## src/rtl/apb_rr_master.sv

```systemverilog
// apb_rr_master: round-robin arbiter + APB master sharing one slave between NREQ requesters.
// Optional macro APB_TIMEOUT_EN aborts an ACCESS phase after TIMEOUT_CYCLES cycles without PREADY.
`default_nettype none

module apb_rr_master #(
  parameter int NREQ           = 2,
  parameter int TIMEOUT_CYCLES = 16
) (
  input  logic              PCLK,
  input  logic              PRESETn,
  input  logic [NREQ-1:0]   REQ,
  input  logic [NREQ-1:0]   REQ_WRITE,
  input  logic [NREQ*32-1:0] REQ_ADDR,
  input  logic [NREQ*32-1:0] REQ_WDATA,
  output logic [NREQ-1:0]   GNT,
  output logic [NREQ-1:0]   DONE,
  output logic [31:0]       RDATA,
  output logic              ERR,
  output logic              BUSY,
  output logic              PSEL,
  output logic              PENABLE,
  output logic              PWRITE,
  output logic [31:0]       PADDR,
  output logic [31:0]       PWDATA,
  input  logic [31:0]       PRDATA,
  input  logic              PREADY
);

  localparam int IW = $clog2(NREQ);

  if (NREQ < 2 || TIMEOUT_CYCLES < 1) begin : g_param_check
    $error("apb_rr_master: NREQ must be >= 2 and TIMEOUT_CYCLES >= 1");
  end

  typedef enum logic [1:0] {
    IDLE   = 2'd0,
    SETUP  = 2'd1,
    ACCESS = 2'd2
  } state_t;

  state_t          state, state_n;
  logic [IW-1:0]   last_gnt, last_gnt_n;
  logic [IW-1:0]   winner, cand;
  logic            found;
  logic [NREQ-1:0] gnt_n, done_n;
  logic [31:0]     rdata_n, paddr_n, pwdata_n;
  logic            err_n, busy_n, psel_n, penable_n, pwrite_n;

`ifdef APB_TIMEOUT_EN
  localparam int CW = $clog2(TIMEOUT_CYCLES + 1);
  logic [CW-1:0] cnt, cnt_n;
`endif

  // Search starts just above the last winner so every requester gets a turn.
  always_comb begin
    found  = 1'b0;
    winner = last_gnt;
    cand   = '0;
    for (int i = 1; i <= NREQ; i++) begin
      cand = IW'((int'(last_gnt) + i) % NREQ);
      if (!found && REQ[cand]) begin
        found  = 1'b1;
        winner = cand;
      end
    end
  end

  always_comb begin
    state_n    = state;
    last_gnt_n = last_gnt;
    gnt_n      = '0;
    done_n     = '0;
    err_n      = 1'b0;
    rdata_n    = RDATA;
    psel_n     = PSEL;
    penable_n  = PENABLE;
    pwrite_n   = PWRITE;
    paddr_n    = PADDR;
    pwdata_n   = PWDATA;
`ifdef APB_TIMEOUT_EN
    cnt_n      = cnt;
`endif
    case (state)
      IDLE: begin
        if (found) begin
          gnt_n[winner] = 1'b1;
          psel_n        = 1'b1;
          penable_n     = 1'b0;
          pwrite_n      = REQ_WRITE[winner];
          paddr_n       = REQ_ADDR[winner*32 +: 32];
          pwdata_n      = REQ_WDATA[winner*32 +: 32];
          last_gnt_n    = winner;
          state_n       = SETUP;
        end
      end
      SETUP: begin
        penable_n = 1'b1;
        state_n   = ACCESS;
`ifdef APB_TIMEOUT_EN
        cnt_n     = '0;
`endif
      end
      ACCESS: begin
        if (PREADY) begin
          psel_n           = 1'b0;
          penable_n        = 1'b0;
          done_n[last_gnt] = 1'b1;
          state_n          = IDLE;
          if (!PWRITE) rdata_n = PRDATA;
        end
`ifdef APB_TIMEOUT_EN
        else if (cnt == CW'(TIMEOUT_CYCLES - 1)) begin
          psel_n           = 1'b0;
          penable_n        = 1'b0;
          done_n[last_gnt] = 1'b1;
          err_n            = 1'b1;
          state_n          = IDLE;
        end else begin
          cnt_n = cnt + 1'b1;
        end
`endif
      end
      default: state_n = IDLE;
    endcase
    busy_n = (state_n != IDLE);
  end

  always_ff @(posedge PCLK) begin
    if (!PRESETn) begin
      state    <= IDLE;
      last_gnt <= IW'(NREQ - 1);
      GNT      <= '0;
      DONE     <= '0;
      RDATA    <= '0;
      ERR      <= 1'b0;
      BUSY     <= 1'b0;
      PSEL     <= 1'b0;
      PENABLE  <= 1'b0;
      PWRITE   <= 1'b0;
      PADDR    <= '0;
      PWDATA   <= '0;
`ifdef APB_TIMEOUT_EN
      cnt      <= '0;
`endif
    end else begin
      state    <= state_n;
      last_gnt <= last_gnt_n;
      GNT      <= gnt_n;
      DONE     <= done_n;
      RDATA    <= rdata_n;
      ERR      <= err_n;
      BUSY     <= busy_n;
      PSEL     <= psel_n;
      PENABLE  <= penable_n;
      PWRITE   <= pwrite_n;
      PADDR    <= paddr_n;
      PWDATA   <= pwdata_n;
`ifdef APB_TIMEOUT_EN
      cnt      <= cnt_n;
`endif
    end
  end

endmodule

`default_nettype wire

```

## config.mk

```make
export PLATFORM = sky130hd
export DESIGN_NAME = apb_rr_master
export DESIGN_NICKNAME = d
export VERILOG_FILES = /design/src/rtl/apb_rr_master.sv
export SDC_FILE = /design/constraint.sdc
export NUM_CORES = 1
export LEC_CHECK = 0
export ABC_CLOCK_PERIOD_IN_PS = 1300
export CAP_MARGIN = 20
export CORE_MARGIN = 8
export CORE_UTILIZATION = 25
export DETAILED_ROUTE_END_ITERATION = 8
export PLACE_DENSITY = 0.63
export REMOVE_ABC_BUFFERS = 1
export SYNTH_ARGS = -nofsm -noshare
export SYNTH_HDL_FRONTEND = slang
export SYNTH_SLANG_ARGS = --single-unit
```

## constraint.sdc

```tcl
create_clock -name PCLK -period 1.3 [get_ports PCLK]
set_input_delay 0.26 -clock PCLK [delete_from_list [all_inputs] [get_ports PCLK]]
set_output_delay 0.26 -clock PCLK [all_outputs]
set_load 0.02 [all_outputs]
```

# After elaboration in Yosys (flattened, before gate mapping)
# Cells that the tools add are included.
# word_totals
reg_bits	107
inputBits	167
out_inout_bits	105
elab_cells	62
# op_classes
add_sub_neg	2
magnitude_cmp	6
eq_ne	4
shifts	2
muxes	22
n_bitwise	1
reduce_logical	14
# ops
cell	count
64-bit by 7-bit variable part select with 32-bit output	2
1-bit 2-to-1 mux	15
3-bit AND reduction	5
1-bit by 2-bit less-than comparator with 1-bit output, second input constant	4
2-bit case mux with 3 select lines	1
2-bit 2-to-1 mux	2
2-bit inequality test, second input constant	2
2-bit nonzero test	2
1-bit logical AND	3
1-bit case mux with 3 select lines	1
3-bit nonzero test	1
1-bit adder, second input constant	2
1-bit demux with 1-bit select	2
2-bit by 1-bit == test with 1-bit output, second input constant	1
2-bit == test, second input constant	1
1-bit >= comparator, second input constant	2
2-bit zero test	1
1-bit case mux with 2 select lines	1
2-bit AND reduction	1
1-bit zero test	1
1-bit inverter	1

# Depth between registers and ports, before layout
# Gate-level depths: netlist of the first run.
# logic_depth
ltp_word	11
ltp_mapped	6
depth_no_buf	4

# Worst setup path before layout of the first run
# No wires, ideal clock.
# synth_path
path_kind	reg2reg
from	register state[1]
to	register RDATA[10]
setup_ps	132
arrival_ps	1164
required_ps	1168
path_slack_ps	3
stages_incl_launch_ff	7
path_buffers	2
period_less_slack_ps	1297
path_cell_list	dfxtp_1 -> nand3b_1 -> or2_2 -> buf_2 -> buf_6 -> nand2_1 -> a21oi_1
# synth_via
elab_chain_cells	2
# synth_lines
item	line_no	source
start, declared	41	state_t state, state_n;
start signal, assigned	146	state <= state_n;
2-bit == test	83	case (state)
3-bit AND reduction (no source line)	n/a	
end signal, assigned	150	RDATA <= rdata_n;
end, declared	17	output logic [31:0] RDATA,
# No other way between the ends.
# A chain may end at the register's enable or synchronous reset.

# Worst setup path after layout of the first run
# layout_path
from	register last_gnt
to	register PADDR[12]
# layout_via
elab_chain_cells	8
word_cells_on_any_way	14
cone_classes	add/sub (2); shift (1); mux (8); reduce/logical (3)
# layout_lines
item	line_no	source
start, declared	42	logic [IW-1:0] last_gnt, last_gnt_n;
start signal, assigned	131	last_gnt <= IW'(NREQ - 1);
start signal, assigned	147	last_gnt <= last_gnt_n;
1-bit adder	60	cand = IW'((int'(last_gnt) + i) % NREQ);
1-bit 2-to-1 mux (not written as such) (2 in series)	61	if (!found && REQ[cand]) begin
1-bit 2-to-1 mux	61	
1-bit zero test	61	
1-bit logical AND	61	
1-bit 2-to-1 mux	61	
64-bit by 7-bit variable part select with 32-bit output or 2-bit AND reduction (tied branches)	n/a	
end signal, assigned	156	PADDR <= paddr_n;
end, declared	23	output logic [31:0] PADDR,
# Parallel ways exist; a longest one is shown, timed or not. The select of a mux whose other input is x is not followed.

==> run summary, run 1 <==
The flow ran to the end, but the final reports show violations. The final reports fail on negative setup slack. The clock buffer count from CTS is 9. The switching power is 2.58 mW.

The number of cell rows came out at 47. The cell type group with the largest total delay on the critical path is buffers and inverters. The peak supply drop came out at 562 uV. The floorplan step set the die width to 144 um. The final hold slack is 0.422 ns. Clock latency on the worst-skew pair, taken at its later pin, is approximately 0.35 ns. The maximum clock skew at final layout came out at 0.0103 ns. The cell leakage power came out at 3.17 nW. Registers are responsible for 41.2% of the overall power. The clock sink total came out at 107.

The worst hold path class is in2reg. The final standard cell utilization of the core came out at 47.4%. For this run, the slowest stage of the critical path takes 0.37 ns. Internal power comes to approximately 6.4 mW. The floorplan die area is 20800 um^2. Derived from the worst setup path, the maximum achievable clock frequency is 740 MHz. Traced cell by cell, the critical path runs through o21ai_4, buf_12, buf_12, buf_12, mux2i_2, o21ai_1. The instance count after placement with tap cells included is 954. After detailed routing, the number of vias per cell comes to between 4 and 5.

The die is 144 um tall. The CTS tree is yes. The final clock period utilization by the worst path is 104%.

The number of vias after detailed routing is 4257. In this run switching power makes up 28.7% of total power. The residual antenna-violating net count after detailed routing is 0.

The largest net degree at the start of global routing is 33. The worst setup path is captured at a flip-flop. The required arrival time at the worst endpoint came out at ~1.5 ns. Routed signal wires occupy layers up through met4.

In the post-route analysis, the smallest setup slack over all paths is -0.0518 ns. The buffer levels on the longest clock path is 2. The number of max-capacitance violations reported is 0. The placeable core region came out at 16300 um^2. The number of cells on the worst reg-to-reg path is 6. The post-detailed-placement half-perimeter wirelength is about 12 mm. The worst hold path was traced through 4 stages. The setup slack at placement is -0.469 ns. The final number of hold-violating endpoints is 0.

The total of buffers placed on input and output ports is 270. The flip-flop and latch count after synthesis is 107. The via count of the first global-routing pass came out at 4549.

Setup repair after global routing could not meet its margin everywhere. STA classifies the critical path startpoint as a flip-flop. The critical path is of the reg2reg type. The area overhead of the layout relative to synthesis came out at 88.3%. The clock power share came out at 30.5%. The per-cell routed wire length came out at 16.8 um. Together, buffers and inverters on the worst path number 3. The number of inserted diodes is 0. The total DRC errors in the routed layout came out at 0. In the synthesized netlist, the number of instances is 462. The final weighted congestion of routability-driven global placement came out at 0.852.

The sum of overflow across all layers after global routing is 0. The final layout contains routed wiring with a total length of between 15 and 20 mm. In this run the mean area of a mapped cell was slightly below 9 um^2.

The number of antenna violations at the first check in global routing is 0. After synthesis the cells add up to between 4000 and 5000 um^2. The cell sitting at the root of the clock tree is a clkbuf_16. The final number of max-transition violations is 0.

For this design, the slowest cell found on the critical path is dfxtp_4. Among the stages of the critical path, the cell type that occurs most often is buf_12. The minimum clock period after layout came out at 1.35 ns. The number of cells in the finished layout apart from fillers came out at 982. The hold-fix buffer count after cts came out at 0. The share of cells above drive strength 1 is 22.2%. The biggest fanout along the worst timing path came out at 8. The H-tree depth is 3. After detailed routing, the met3 layer carries 2.09 mm of wire. For this configuration, the core starts out at a cell density of 25.2%. The clock transition time at the flip-flop clock pins of the worst setup and hold paths came out at approximately 0.080 ns.

The first-pass GRT wire length came out at 23.7 mm. The number of logic stages on the critical path including buffering came out at 6. The top-level port count is 272.

The sequential share of the synthesized area is 52.0%. The power per cell area is 1160 nW/um^2. After filler insertion, the fill cell instance count of the layout stands at ~1600. Setup violations remaining at the end of the flow were counted as 48.

The number of detailed-route iterations in the first pass came out at 4. In the detailed route, the total length drawn on met2 is 7.76 mm. The wire length the detailed router placed on met1 is 6.40 mm. After the first detailed-routing iteration, the DRC count stood at 104. The final net count came out at 924.

Combinational logic burns 28.3% of the power. The data arrival time at the worst-slack endpoint came out at 1.60 ns. For this run, the number of Yosys warnings is 0. The global-route total usage across every layer came out at around 15%. The number of different library cells used by synthesis comes to 22.
## Yosys cell counts
cell	number	area [um^2]
mux2i_1	66	661
inv_1	5	18.8
clkbuf_1	7	26.3
nor3_1	3	15.0
clkbuf_2	1	5.00
or2_2	1	6.26
o21ai_1	30	150
nand2_1	131	492
and3_1	1	6.26
buf_1	2	7.51
conb_1	1	3.75
dfxtp_1	107	2140
buf_2	13	65.1
buf_4	3	22.5
buf_6	6	67.6
a21oi_1	36	180
nand3b_1	1	7.51
nor2_1	5	18.8
o21bai_1	1	7.51
o21a_1	2	15.0
inv_2	1	3.75
o21ai_0	39	195
## flip-flops by register name, indices dropped and copies added (netlist names)
signal,count
PADDR,32
PWDATA,32
RDATA,32
DONE,2
GNT,2
state,2
BUSY,1
PENABLE,1
PSEL,1
PWRITE,1
last_gnt,1
## through the flow
stage          cell area [um^2]  power [mW]  setup TNS (ns)
2_1_floorplan              3920        4.80         -279.81
3_3_place_gp               7310        6.20          -38.76
3_5_place_dp               7310        6.24          -40.57
4_1_cts                    7720        9.01          -0.779
5_1_grt                    7750        9.46           -5.03
6_report                   7750        9.00          -0.778
## metal layers
metal  vias to the layer above  global-route usage, %
met5                         -                      0
met4                         0                   3.67
met3                        13                   7.43
met2                       222                   24.4
met1                      1890                   16.1
li1                       2132                      -
## final cells by class
cell class / instances / area, um^2 / share of cell area [%]
multi-input combinational: 317 / 1920 / 24.7
clock inverter: 5 / 62.6 / 0.807
inverter: 6 / 22.5 / 0.291
clock buffer: 11 / 233 / 3.00
timing repair buffer: 316 / 3100 / 39.9
tap: 220 / 275 / 3.55
sequential: 107 / 2150 / 27.7
## cells by family (layout without fill, tap and decap cells)
kind of cell / count (synthesis) / in the layout / synth area share (%)
AO/OA/AOI/OAI: 108 / 108 / 13.3
other: 1 / 1 / 0.0911
flip-flops: 107 / 107 / 52.0
buffers and inverters: 38 / 338 / 5.26
AND/OR/NAND/NOR: 142 / 142 / 13.3
multiplexers: 66 / 66 / 16.0
## what timing repair did
item,4_1_cts,5_1_grt
buffers inserted,5,1
endpoints found under the setup margin,199,147
resized for setup,220,154
gates cloned,2,4
pin swaps,1,8
## worst paths after layout
| check | start | to | slack (ns) |
|---|---|---|---|
| min reg2reg | PADDR[5] | PADDR[5] | 0.45 |
| max reg2reg | last_gnt | PADDR[12] | -0.05 |
| min | PREADY | DONE[1] | 0.42 |
| max | last_gnt | PADDR[12] | -0.05 |
## power by group through the flow
stage	sequential [mW]	combinational (mW)	clock [mW]
2_1_floorplan	4.10	0.701	0
3_3_place_gp	3.77	2.43	0
3_5_place_dp	3.78	2.46	0
4_1_cts	3.71	2.45	2.85
5_1_grt	3.75	2.71	3.00
6_report	3.71	2.55	2.74
## cell usage in the layout (no fill, tap or decap), types with 2 or more instances in the layout
master	count
clkbuf_1	2
a21oi_2	4
clkdlybuf4s50_1	163
nor2_1	3
clkdlybuf4s15_2	18
mux2i_2	9
buf_4	17
dlygate4sd2_1	4
a21oi_1	32
buf_2	2
mux2i_1	55
nor3_1	3
buf_16	2
buf_8	6
inv_1	5
clkbuf_16	13
buf_6	5
buf_12	12
clkbuf_2	57
mux2i_4	2
clkinvlp_4	2
nand2_2	3
nand2_1	124
o21ai_1	58
dfxtp_1	105
o21ai_0	9
nand2_4	4
clkdlybuf4s15_1	25
## worst reg2reg max path: cells and delay by family (launching register included)
family,cells,cell delay [ns]
flops,1,0.37
compound gates,2,0.21
buf+inv,3,0.45
mux,1,0.23
No activity file was read; power rests on OpenSTA's default activity.
==> inputs of run 2 (changes only) <==
--- a/config.mk
+++ b/config.mk
@@ -5,12 +5,13 @@
 export SDC_FILE = /design/constraint.sdc
 export NUM_CORES = 1
 export LEC_CHECK = 0
-export ABC_CLOCK_PERIOD_IN_PS = 1300
+export ABC_CLOCK_PERIOD_IN_PS = 1400
 export CAP_MARGIN = 20
 export CORE_MARGIN = 8
 export CORE_UTILIZATION = 25
+export CTS_CLUSTER_SIZE = 25
 export DETAILED_ROUTE_END_ITERATION = 8
-export PLACE_DENSITY = 0.63
+export PLACE_DENSITY = 0.6
 export REMOVE_ABC_BUFFERS = 1
 export SYNTH_ARGS = -nofsm -noshare
 export SYNTH_HDL_FRONTEND = slang
==> constraint.sdc (replaced) <==
create_clock -name PCLK -period 1.4 [get_ports PCLK]
set_input_delay 0.28 -clock PCLK [delete_from_list [all_inputs] [get_ports PCLK]]
set_output_delay 0.28 -clock PCLK [all_outputs]
set_load 0.02 [all_outputs]
==> run 2 against run 1 <==
The run now ends clean. Critical path depth shrank 5. Die area is the same. Clock skew grew 0.0016 ns. Power is 12% lower. Final area fell by 4.4%. Flip-flop and latch count did not move. First-iteration DRC count up 11%. Combinational power decreased by 20%. Wire length is 7.3% lower. Worst setup slack gained 0.11 ns.
==> run summary, run 2 (synthesis gave the netlist of run 1 again) <==
Outcome: finished clean (was complete, but fails checks). The CTS tree is yes (unchanged). The top-level port count is 272 (unchanged).

The final net count came out at 902 (was 924). The combinational group share of total power came out at 26.0% (was 28.3%). The initial standard-cell utilization of the core was 25.2% (unchanged). The data arrival time at the worst-slack endpoint is 1.06 ns (was 1.60 ns). The switching power share of the total came out at 28.7% (about the same). The per-cell routed wire length came out at 15.9 um (was 16.8 um). The sink of the worst hold path is PADDR[6] (was DONE[1]). The setup slack at placement is -0.471 ns (was -0.469 ns). The worst setup slack after layout was 0.0550 ns (was -0.0518 ns).

The sum of overflow across all layers after global routing came out at 0 (unchanged). The number of vias after detailed routing was 4169 (was 4257). The critical path class was reg2out (was reg2reg). The number of detailed-route iterations in the first pass came out at 4 (unchanged). Largest registers in the final layout: PADDR (32), PWDATA (32), RDATA (32) (unchanged).

The number of max-capacitance violations reported came out at 0 (unchanged). The final weighted congestion of routability-driven global placement is 0.802 (was 0.852). The critical-path cell with the highest stage delay is dlygate4sd2_1 (was dfxtp_4). The critical path startpoint category is a flip-flop (unchanged). The routed wire length came out at 15.2 mm (was 16.5 mm). The most frequent standard cell in the layout excluding fill and tap cells is clkdlybuf4s50_1 (unchanged).

The x dimension of the die came out at 144 um (unchanged). The maximum clock skew at final layout is 0.0119 ns (was 0.0103 ns). The clock sink total came out at 107 (unchanged). The accumulated negative setup slack is 0 ns (was -0.778 ns). The maximum clock frequency is 744 MHz. The via-per-instance ratio came out at 4.35 (was 4.34). The cell leakage power was 3.30 nW (was 3.17 nW). Top library cells by usage in the layout, fill and taps aside: clkdlybuf4s50_1, nand2_1, dfxtp_1 (unchanged).

The kind of end point of the critical path is an output pin (was flip-flop). The area overhead of the layout relative to synthesis was 80.1% (was 88.3%). The final clock period utilization by the worst path is 96.1%. The number of cell rows came to 47 (unchanged). The endpoint of the worst register-to-register path is PWDATA[10] (was PADDR[12]).

The total area of multi-input combinational cells came out at 1790 um^2 (was 1920 um^2). The via count of the first global-routing pass came to 4232 (was 4549). The worst hold path class is reg2reg (was in2reg). The clock buffer count from CTS came to 9 (unchanged). The post-detailed-placement half-perimeter wirelength came out at 12.1 mm (was 12.4 mm). The relative contribution of sequential cells to total power is 43.6% (was 41.2%). The buffer levels on the longest clock path came to 2 (unchanged).

The worst min-delay path startpoint is PADDR[6] (was PREADY). The floorplan die area is 20800 um^2 (unchanged). The hold-fix buffer count after cts came to 0 (unchanged). The final number of setup-violating endpoints is 0 (was 48). The share of cells above drive strength 1 is 7.04% (was 22.2%). The global-route total usage across every layer is 13.8% (was 14.6%). The final number of max-transition violations is 0 (unchanged). The total DRC errors in the routed layout is 0 (unchanged).

The residual antenna-violating net count after detailed routing is 0 (unchanged). The required arrival time at the worst endpoint came out at 1.12 ns (was 1.54 ns). The root buffer selected by CTS is clkbuf_16 (unchanged). The clock insertion delay at the later pin of the skew report came to 0.34 ns (was 0.35 ns). The worst hold path cell count is 2 (was 4). The iteration-0 DRC count of the detailed router came to 115 (was 104). The clock power share came out at 30.4% (was 30.5%). The critical path buffer and inverter count is 1 (was 3).

The filler cell count was 1594 (was 1563). Cell chain of the critical path: dlygate4sd2_1 (was o21ai_4, buf_12, buf_12, buf_12, mux2i_2, o21ai_1). The highest cell delay on the worst timing path is 0.37 ns (about the same).

The worst reg-to-reg path cell count was 6 (unchanged). The biggest fanout along the worst timing path came to 2 (was 8). The clock transition time at the flip-flop clock pins of the worst setup and hold paths came out at 0.08 ns (about the same).

The power per cell area was 1060 nW/um^2 (was 1160 nW/um^2). The setup slack of the worst register-to-register path came out at 0.08 ns (was -0.05 ns). The cell type group with the largest total delay on the critical path is buffers and inverters (unchanged). The switching power came to 2.27 mW (was 2.58 mW). The placeable core region came to 16300 um^2 (unchanged).

The internal power is 5.62 mW (was 6.42 mW). The number of inserted diodes is 0 (unchanged). The final number of hold-violating endpoints is 0 (unchanged). The source of the worst register-to-register timing path is last_gnt (unchanged). The first-pass GRT wire length came out at 22.4 mm (was 23.7 mm). The chip height came out at 144 um (unchanged). The peak supply drop is 563 uV (was 562 uV). The total of buffers placed on input and output ports is 270 (unchanged). The storage element area came out at 2140 um^2 (was 2150 um^2).

The H-tree depth came out at 3 (unchanged). The number of antenna violations at the first check in global routing is 0 (unchanged). The largest net degree at the start of global routing is 38 (was 33). The minimum clock period after layout is around 1.3 ns.
==> run 2: cell types whose count changed in the layout (fill, tap and decap cells not counted), sizes merged <==
| cell | delta |
|---|---|
| clkdlybuf4s50 | +1 |
| bufinv | -1 |
| clkbuf | -61 |
| clkdlybuf4s15 | -40 |
| dlygate4sd2 | +97 |
| clkinvlp | -2 |
| inv | +1 |
| clkinv | +2 |
| buf | -20 |
==> run 2: how the worst max path moves through the flow <==
stage | from | to | slack (ns) | depth (start not counted)
CTS | REQ[0] | PWDATA[20] | 0.009 | 7
detailed placement | REQ[1] | PWDATA[12] | -0.47 | 5
global route | state[1] | RDATA[11] | -0.001 | 6
floorplan | last_gnt | last_gnt | -3.80 | 3
global placement | REQ[1] | PWDATA[28] | -0.40 | 5
finish | PWDATA[7] | PWDATA[7] | 0.06 | 1
==> run 2: per-layer routing <==
layer  GRT usage (%)  wire (um)
met5               0          0
met4            4.76        225
met1            14.8       5830
met3            7.36       2170
met2            22.9       7030
==> run 2: power groups by stage <==
stage	clock (mW)	sequential [mW]	combinational (mW)
CTS	2.53	3.44	2.05
detailed placement	0	3.52	2.19
global route	2.64	3.47	2.21
global placement	0	3.51	2.18
floorplan	0	3.81	0.651
finish	2.39	3.44	2.05
==> run 2: layout make-up <==
| class | instances | share of cell area [%] |
|---|---|---|
| inverter | 6 | 0.304 |
| clock buffer | 10 | 3.22 |
| sequential | 107 | 28.9 |
| timing repair buffer | 294 | 39.2 |
| clock inverter | 5 | 0.490 |
| multi-input combinational | 317 | 24.1 |
| tap | 220 | 3.71 |
==> run 2: stage by stage <==
| stage | cells | total power [mW] | instance area, um^2 | hold WS, ns | util (%) |
|---|---|---|---|---|---|
| global route | 959 | 8.32 | 7410 | 0.466 | 45.3 |
| finish | 959 | 7.88 | 7410 | 0.443 | 45.3 |
| detailed placement | 942 | 5.71 | 7190 | 0.441 | 44.0 |
| floorplan | 430 | 4.46 | 3920 | 0.398 | - |
| CTS | 958 | 8.03 | 7370 | 0.450 | 45.1 |
| global placement | 942 | 5.69 | 7190 | 0.436 | 44.0 |
==> run 2: worst min-delay path: stages, from the launching register on <==
cell and delay, ns:
dfxtp_1 0.31, nand2_1 0.04, o21ai_1 0.05
==> run 2: what timing repair did <==
item	CTS	global route
pin swaps	2	0
endpoints found under the hold margin	0	0
resized for setup	110	9
gates cloned	0	1
endpoints found under the setup margin	168	81
buffers inserted	1	0
==> inputs of run 3 (changes only) <==
--- a/config.mk
+++ b/config.mk
@@ -11,6 +11,7 @@
 export CORE_UTILIZATION = 25
 export CTS_CLUSTER_SIZE = 25
 export DETAILED_ROUTE_END_ITERATION = 8
+export MAX_ROUTING_LAYER = met4
 export PLACE_DENSITY = 0.6
 export REMOVE_ABC_BUFFERS = 1
 export SYNTH_ARGS = -nofsm -noshare
==> run 3 against run 2 <==
Via count fell by 0.19%. Sequential power barely moved. Fmax fell by 0.14%. Flip-flop and latch count unchanged. Sequential share of layout area did not move. Hold slack about the same. Clock power is essentially flat. Clock skew about the same. Combinational power about the same.
==> run summary, run 3 (synthesis gave the netlist of run 1 again) <==
The number of max-capacitance violations reported came out at 0 (unchanged). The via-per-instance ratio came out at 4.34 (was 4.35). The cell leakage power came out at 3.30 nW (about the same). The share of cells above drive strength 1 was 7.04% (unchanged).

The clock buffer count from CTS came out at 9 (unchanged). The residual antenna-violating net count after detailed routing is 0 (unchanged). The chip height is 144 um (unchanged). The initial standard-cell utilization of the core came out at 25.2% (unchanged).

The per-cell routed wire length is 15.9 um (about the same). The final net count is 902 (unchanged). The post-detailed-placement half-perimeter wirelength came to 12.1 mm (unchanged). The clock transition time at the flip-flop clock pins of the worst setup and hold paths is 0.08 ns (about the same). The final standard cell utilization of the core is 45.3% (unchanged).

The number of antenna violations at the first check in global routing was 0 (unchanged). The via count of the first global-routing pass is 4246 (was 4232). The power per cell area is 1060 nW/um^2 (about the same). The number of cells in the finished layout apart from fillers came out at 959 (unchanged). The clock sink total came out at 107 (unchanged). The worst min-delay path startpoint is PADDR[6] (unchanged). The final hold slack is 0.443 ns (about the same). The source of the worst register-to-register timing path is last_gnt (unchanged). The hold-fix buffer count after cts came to 0 (unchanged). The most frequent standard cell in the layout excluding fill and tap cells is clkdlybuf4s50_1 (unchanged). Largest registers in the final layout: PADDR (32), PWDATA (32), RDATA (32) (unchanged). The global-route total usage across every layer is 14.2% (was 13.8%). The critical path startpoint category was a flip-flop (unchanged). The number of detailed-route iterations in the first pass is 4 (unchanged). The cell type group with the largest total delay on the critical path is buffers and inverters (unchanged). The largest net degree at the start of global routing came out at 38 (unchanged).

The maximum clock skew at final layout came out at 0.0118 ns (was 0.0119 ns). The number of logic stages on the critical path including buffering came out at 1 (unchanged). The first-pass GRT wire length was 22.4 mm (about the same). The accumulated negative setup slack came out at 0 ns (unchanged).

The placeable core region came out at 16300 um^2 (unchanged). Setup repair after global routing could not meet its margin everywhere. The required arrival time at the worst endpoint came to 1.12 ns (about the same).

The root buffer selected by CTS is clkbuf_16 (unchanged). The highest cell delay on the worst timing path is 0.37 ns (about the same). The final clock period utilization by the worst path is 96.2% (was 96.1%). The buffer levels on the longest clock path was 2 (unchanged). The CTS tree is yes (unchanged).

The worst hold path class was reg2reg (unchanged). The data arrival time at the worst-slack endpoint came to 1.07 ns (was 1.06 ns). The critical path class is reg2out (unchanged). The launching instance or port of the critical path is PWDATA[7] (unchanged). The final weighted congestion of routability-driven global placement came to 0.814 (was 0.802). The floorplan die area is 20800 um^2 (unchanged). The final number of setup-violating endpoints is 0 (unchanged).

The biggest fanout along the worst timing path came out at 2 (unchanged). The clock insertion delay at the later pin of the skew report came to 0.34 ns (about the same). The top-level port count came out at 272 (unchanged).

The minimum clock period after layout is 1.35 ns (was 1.34 ns). The number of vias after detailed routing came to 4161 (was 4169). Cell chain of the critical path: dlygate4sd2_1 (unchanged). The sum of overflow across all layers after global routing was 0 (unchanged). The iteration-0 DRC count of the detailed router came out at 133 (was 115).

Outcome: finished clean (unchanged). The instance count after placement with tap cells included is 942 (unchanged). The routed wire length is 15.3 mm (was 15.2 mm). The worst hold path cell count is 2 (unchanged). The total of buffers placed on input and output ports was 270 (unchanged). The number of inserted diodes came to 0 (unchanged). The peak supply drop is 563 uV (about the same).

The area overhead of the layout relative to synthesis is 80.1% (unchanged). The final number of max-transition violations came to 0 (unchanged). The number of cell rows came out at 47 (unchanged).

The critical-path cell with the highest stage delay is dlygate4sd2_1 (unchanged). Top library cells by usage in the layout, fill and taps aside: clkdlybuf4s50_1, nand2_1, dfxtp_1 (unchanged). The critical path buffer and inverter count is 1 (unchanged). The final number of hold-violating endpoints was 0 (unchanged). The H-tree depth was 3 (unchanged). The x dimension of the die came to 144 um (unchanged).

The total DRC errors in the routed layout came out at 0 (unchanged). The kind of end point of the critical path is an output pin (unchanged). The maximum clock frequency is 742 MHz (was 744 MHz). The worst reg-to-reg path cell count is 6 (unchanged).
## run 3: cell counts in the layout (fill, tap and decap cells not counted)
No cell type changed its count.
## run 3: what timing repair did
action,4_1_cts,5_1_grt
buffers inserted,1,0
cloned,0,1
resized for setup,110,7
setup endpoints to repair,168,81
pin swaps,2,0
## run 3: layout make-up
type / instances / area [um^2]
Sequential cell: 107 / 2140
Clock buffer: 10 / 239
Fill cell: 1594 / 8940
Tap cell: 220 / 275
Clock inverter: 5 / 36.3
Timing Repair Buffer: 294 / 2910
Multi-Input combinational cell: 317 / 1790
Inverter: 6 / 22.5
## run 3: path summary, 6_finish.rpt
kind | end | slack, ns
worst max-delay path | PWDATA[7] | 0.05
worst min register to register | PADDR[6] | 0.44
worst max register to register | PADDR[5] | 0.08
worst min-delay path | PADDR[6] | 0.44
## run 3: where the power goes
part           switching, mW  leakage [nW]  internal (mW)
registers              0.135         0.877           3.30
logic                  0.993          2.28           1.06
clock network           1.14         0.139           1.26
total                   2.27          3.30           5.62
## run 3: metrics by stage
stage | power [mW] | setup slack, ns | area, um^2
4_1_cts | 8.03 | 0.00919 | 7370
2_1_floorplan | 4.46 | -3.80 | 3920
3_3_place_gp | 5.69 | -0.400 | 7190
5_1_grt | 8.31 | -0.00364 | 7410
6_report | 7.89 | 0.0531 | 7410
3_5_place_dp | 5.71 | -0.471 | 7190
## run 3: routing by layer
metal / share of wire (%) / vias to the layer above / track usage [%]
met4: 1.5 / 0 / 4.76
met5: 0 / - / -
li1: - / 2095 / -
met2: 46 / 214 / 23.0
met3: 13 / 16 / 6.31
met1: 40 / 1836 / 15.3
==> RTL change 1: new RTL, config.mk and constraints of run 3 <==
Encoding of `state_t`: now one-hot (3 bits for 3 states).
--- a/src/rtl/apb_rr_master.sv
+++ b/src/rtl/apb_rr_master.sv
@@ -32,10 +32,10 @@
     $error("apb_rr_master: NREQ must be >= 2 and TIMEOUT_CYCLES >= 1");
   end
 
-  typedef enum logic [1:0] {
-    IDLE   = 2'd0,
-    SETUP  = 2'd1,
-    ACCESS = 2'd2
+  typedef enum logic [2:0] {
+    IDLE   = 3'b001,
+    SETUP  = 3'b010,
+    ACCESS = 3'b100
   } state_t;
 
   state_t          state, state_n;
Behaviour: no difference found for any inputs over 4 cycles, from zero or initial values and one cycle with PRESETn low; so few cycles prove little.
==> RTL change 1 against run 3 <==
  * The run now ends with negative setup slack left
  * Area after synthesis increased by 4.1%
  * Total power increased by 5.0%
  * Routed wire length increased by 6.3%
  * Sequential cell count increased by 1
  * Non-clock buffer count increased by 4
  * Critical path depth increased by 7
  * Via count decreased by 3.2%
  * Worst setup slack got worse by 0.15 ns
  * Cell area increased by 5.9%
  * Clock skew decreased by 0.0020 ns
  * Register-to-register slack got worse by 0.18 ns
  * Clock power increased by 8.3%
  * Largest cell class unchanged
  * Largest power group unchanged
==> RTL change 1: results (changes against run 3) <==
.. list-table::
   :header-rows: 1

   * - Metric
     - Value
   * - Final Worst Setup Slack
     - -0.0959 ns (was 0.0531 ns)
   * - Setup violators final
     - 98 (was 0)
   * - Worst-case reg-to-reg path depth
     - 8 (was 6)
   * - Ratio of total power to cell area
     - 1060 nW/um^2 (about the same)
   * - Overall power of the completed layout
     - 8.28 mW (was 7.89 mW)
   * - Maximum single-stage delay on the critical path
     - 0.34 ns (was 0.37 ns)
   * - Met1 track demand over resource
     - 0.162 (was 0.153)
   * - Global-route met3 utilization
     - 0.0388 (was 0.0631)
   * - Met2 layer usage reported by global route
     - 0.267 (was 0.230)
   * - Post_cts resized
     - 150 (was 110)
   * - Final Hold Slack
     - 0.448 ns (was 0.443 ns)
   * - CP arrival
     - 1.77 ns (was 1.07 ns)
   * - Postcts setup bufs
     - 4 (was 1)
   * - Summed negative setup slack over all endpoints
     - -5.75 ns (was 0 ns)
   * - Violated checks
     - negative setup slack
   * - Count of plain and timing-repair buffers
     - 298 (was 294)
   * - Area fraction in compound gates after synthesis
     - 0.210 (was 0.133)
   * - Count of clock-net buffers in the final layout
     - 11 (was 10)
   * - First DRT Iteration DRCs
     - 103 (was 133)
   * - Status
     - finished with violations (was complete, no violations)
   * - Nets@finish
     - 843 (was 902)
   * - Critical-path maximum fanout
     - 8 (was 2)
   * - Multi-input comb cells
     - 256 (was 317)
   * - Avg Cell Area, Syn
     - 10.6 sq um (was 8.91 sq um)
   * - Aggregate global-route resource usage
     - 0.149 (was 0.142)
   * - Crit path max-delay cell type
     - sky130_fd_sc_hd__dfxtp_2 (was sky130_fd_sc_hd__dlygate4sd2_1)
   * - Maximum number of pins on one net before global-route repair
     - 41 (was 38)
   * - Post-synthesis mux area share
     - 0.152 (was 0.160)
   * - Via density
     - 4.45 (was 4.34)
   * - Most instantiated cells after synthesis
     - 108 x sky130_fd_sc_hd__dfxtp_1, 65 x sky130_fd_sc_hd__mux2i_1, 65 x sky130_fd_sc_hd__nand2_1, 65 x sky130_fd_sc_hd__o2bb2ai_1, 18 x sky130_fd_sc_hd__a21boi_0 (was 131 x sky130_fd_sc_hd__nand2_1, 107 x sky130_fd_sc_hd__dfxtp_1, 66 x sky130_fd_sc_hd__mux2i_1)
   * - Synthesized flop and latch total
     - 108 (was 107)
   * - Sequential cell area
     - 2170 sq um (was 2140 sq um)
   * - Number of placed instances with taps included
     - 880 (was 942)
   * - Endpoint, Worst Hold
     - PSEL (was PADDR[6])
   * - Final Routed Wirelength
     - 16200 um (was 15300 um)
   * - Hold Path Origin
     - PSEL (was PADDR[6])
   * - Number of filler cells placed in the layout
     - 1596 (was 1594)
   * - Non-clock inverter count in the final layout
     - 3 (was 6)
   * - DP Area
     - 7270 sq um (was 7190 sq um)
   * - Place WS
     - -0.530 ns (was -0.471 ns)
   * - Post-detailed-route wirelength per cell
     - 17.9 um (was 15.9 um)
RTL change 1: changes by cell type after synthesis, moves of 4 or more:
cell,change
sky130_fd_sc_hd__o21ai_1,-30
sky130_fd_sc_hd__o2bb2ai_1,+65
sky130_fd_sc_hd__buf_2,-4
sky130_fd_sc_hd__nand2_1,-66
sky130_fd_sc_hd__a21boi_0,+18
sky130_fd_sc_hd__a21boi_1,+15
sky130_fd_sc_hd__buf_4,+4
sky130_fd_sc_hd__clkbuf_1,+6
sky130_fd_sc_hd__o21ai_0,-35
sky130_fd_sc_hd__a21oi_1,-34
RTL change 1: metal layers:
layer	vias to the layer above	part of all wire
met3	13	0.046
met4	0	0.013
met1	1907	0.41
met5	-	0
li1	1990	-
met2	118	0.54
RTL change 1: where the power goes:
group | internal, mW | switching [mW]
clock | 1.44 | 1.16
combinational | 1.13 | 1.05
sequential | 3.35 | 0.150
total | 5.92 | 2.36
==> RTL change 2: new RTL, config.mk and constraints of run 3 <==
Without the edit above. Change the parameter `NREQ` from 2 to 4.
--- a/src/rtl/apb_rr_master.sv
+++ b/src/rtl/apb_rr_master.sv
@@ -3,7 +3,7 @@
 `default_nettype none
 
 module apb_rr_master #(
-  parameter int NREQ           = 2,
+  parameter int NREQ           = 4,
   parameter int TIMEOUT_CYCLES = 16
 ) (
   input  logic              PCLK,
Ports: changed (6 resized); port bits go from 272 to 408. No check against the original RTL was run, so the function may have changed too.
==> RTL change 2 against run 3 <==
  * The run now ends with negative setup slack left
  * Sequential power rose by 25%
  * Total power rose to 2.9 times the old value
  * Cell area rose by 58%
  * Worst setup slack got worse by 1.1 ns
  * Routed wire length rose by 87%
  * Sequential share of layout area fell by 9.7 points
  * Area after synthesis rose by 39%
  * Sequential cell count rose by 5
  * First-iteration DRC count rose by 63%
  * Largest power group is now combinational logic
  * Highest routed layer unchanged
==> RTL change 2: results (changes against run 3) <==
.. list-table::
   :header-rows: 1

   * - Metric
     - Value
   * - Status
     - finished with violations (was complete, no violations)
   * - Violated checks
     - negative setup slack
   * - Summed negative setup slack over all endpoints
     - -68.10 ns (was 0 ns)
   * - Place WS
     - -1.36 ns (was -0.471 ns)
   * - Number of global-route vias before repair
     - 6679 (was 4246)
   * - Clock network area share
     - 0.0281 (was 0.0371)
   * - Detailed-route via count
     - 6237 (was 4161)
   * - Post-synthesis cell type count
     - 36 (was 22)
   * - Count of plain and timing-repair buffers
     - 503 (was 294)
   * - Post_cts resized
     - 175 (was 110)
   * - Most instantiated cells after synthesis
     - 137 x sky130_fd_sc_hd__nand2_1, 132 x sky130_fd_sc_hd__mux2i_1, 112 x sky130_fd_sc_hd__dfxtp_1 (was 131 x sky130_fd_sc_hd__nand2_1, 107 x sky130_fd_sc_hd__dfxtp_1, 66 x sky130_fd_sc_hd__mux2i_1)
   * - CP arrival
     - 2.67 ns (was 1.07 ns)
   * - Area contributors post-synth
     - sky130_fd_sc_hd__dfxtp_1 39%, sky130_fd_sc_hd__mux2i_1 23%, sky130_fd_sc_hd__o221ai_1 10%, sky130_fd_sc_hd__nand2_1 9.0%, sky130_fd_sc_hd__a21oi_1 3.2% (was sky130_fd_sc_hd__dfxtp_1 52%, sky130_fd_sc_hd__mux2i_1 16%, sky130_fd_sc_hd__nand2_1 12%, sky130_fd_sc_hd__o21ai_0 4.7%, sky130_fd_sc_hd__a21oi_1 4.4%)
   * - Initial antenna violation count
     - 3 (was 0)
   * - Aggregate global-route resource usage
     - 0.195 (was 0.142)
   * - GP Congestion
     - 0.838 (was 0.814)
   * - DP Area
     - 10400 sq um (was 7190 sq um)
   * - Worst-case vdd ir drop
     - 0.00114 V (was 0.000563 V)
   * - Number of filler cells placed in the layout
     - 2121 (was 1594)
   * - Final Routed Wirelength
     - 28600 um (was 15300 um)
   * - Postcts setup bufs
     - 17 (was 1)
   * - Clock insertion delay at the later pin of the skew report
     - 0.36 ns (was 0.34 ns)
   * - Post-Route Utilization
     - 0.518 (was 0.453)
   * - Sequential area share after synthesis
     - 0.392 (was 0.520)
   * - Layout buffering overhead excluding clock cells
     - 0.435 (was 0.392)
   * - Setup violators final
     - 103 (was 0)
   * - Gate count after technology mapping
     - 589 (was 462)
   * - Ratio of cells with drive above 1 in the final layout
     - 0.246 (was 0.0704)
   * - Sequential cell area
     - 2250 sq um (was 2140 sq um)
   * - Ratio of total power to cell area
     - 1980 nW/um^2 (was 1060 nW/um^2)
   * - Count of placed standard cells in the final layout, fillers left out
     - 1347 (was 959)
   * - Quantity of I/O buffers inserted on ports
     - 406 (was 270)
   * - Count of antenna diodes in the layout
     - 3 (was 0)
   * - Area of combinational cells with multiple inputs
     - 3640 sq um (was 1790 sq um)
   * - Clock tree skew after final layout
     - 0.00894 ns (was 0.0118 ns)
   * - Final Worst Setup Slack
     - -1.04 ns (was 0.0531 ns)
   * - First-pass GRT wire length
     - 40700 um (was 22400 um)
## RTL change 2: cell types whose count changed after synthesis, moves of 6 or more
cell and change:
sky130_fd_sc_hd__nand2_1 +6, sky130_fd_sc_hd__o21ai_0 -38, sky130_fd_sc_hd__ha_1 +8, sky130_fd_sc_hd__nor2_1 +7, sky130_fd_sc_hd__o21ai_1 -30, sky130_fd_sc_hd__o221ai_1 +65
sky130_fd_sc_hd__buf_12 +8, sky130_fd_sc_hd__clkbuf_1 +17, sky130_fd_sc_hd__mux2i_1 +66
## RTL change 2: path summary, 6_finish.rpt
path	from	end	slack, ns	cells after the start
worst max-delay path	last_gnt[0]	PWDATA[6]	-1.04	12
worst min-delay path	RDATA[2]	RDATA[2]	0.46	2
worst max register to register	last_gnt[0]	PWDATA[6]	-1.04	12
worst min register to register	RDATA[2]	RDATA[2]	0.46	2
## RTL change 2: cell families after synthesis
| family | Yosys count | share of synthesized area |
|---|---|---|
| muxes | 137 | 0.247 |
| DFF | 112 | 0.392 |
| other | 1 | 0.000656 |
| and+or+nand+nor | 164 | 0.117 |
| AOI/OAI and AO/OA | 110 | 0.143 |
| buffers and inverters | 55 | 0.0761 |
| adders and majority gates | 8 | 0.0175 |
| xor gates and xnor gates | 2 | 0.00635 |
## RTL change 2: routing by layer
layer	up-vias	global-route usage	routed length (um)	share of wire
met2	265	0.346	14800	0.52
met1	2875	0.211	11300	0.39
li1	3077	-	-	-
met4	0	0.0477	376	0.013
met3	20	0.0604	2110	0.074
met5	-	-	0	0
## RTL change 2: power breakdown
| group | internal [mW] | switching, mW | leakage, nW |
|---|---|---|---|
| clock | 1.61 | 1.33 | 0.161 |
| sequential | 3.93 | 0.356 | 0.919 |
| combinational | 9.02 | 6.98 | 3.95 |
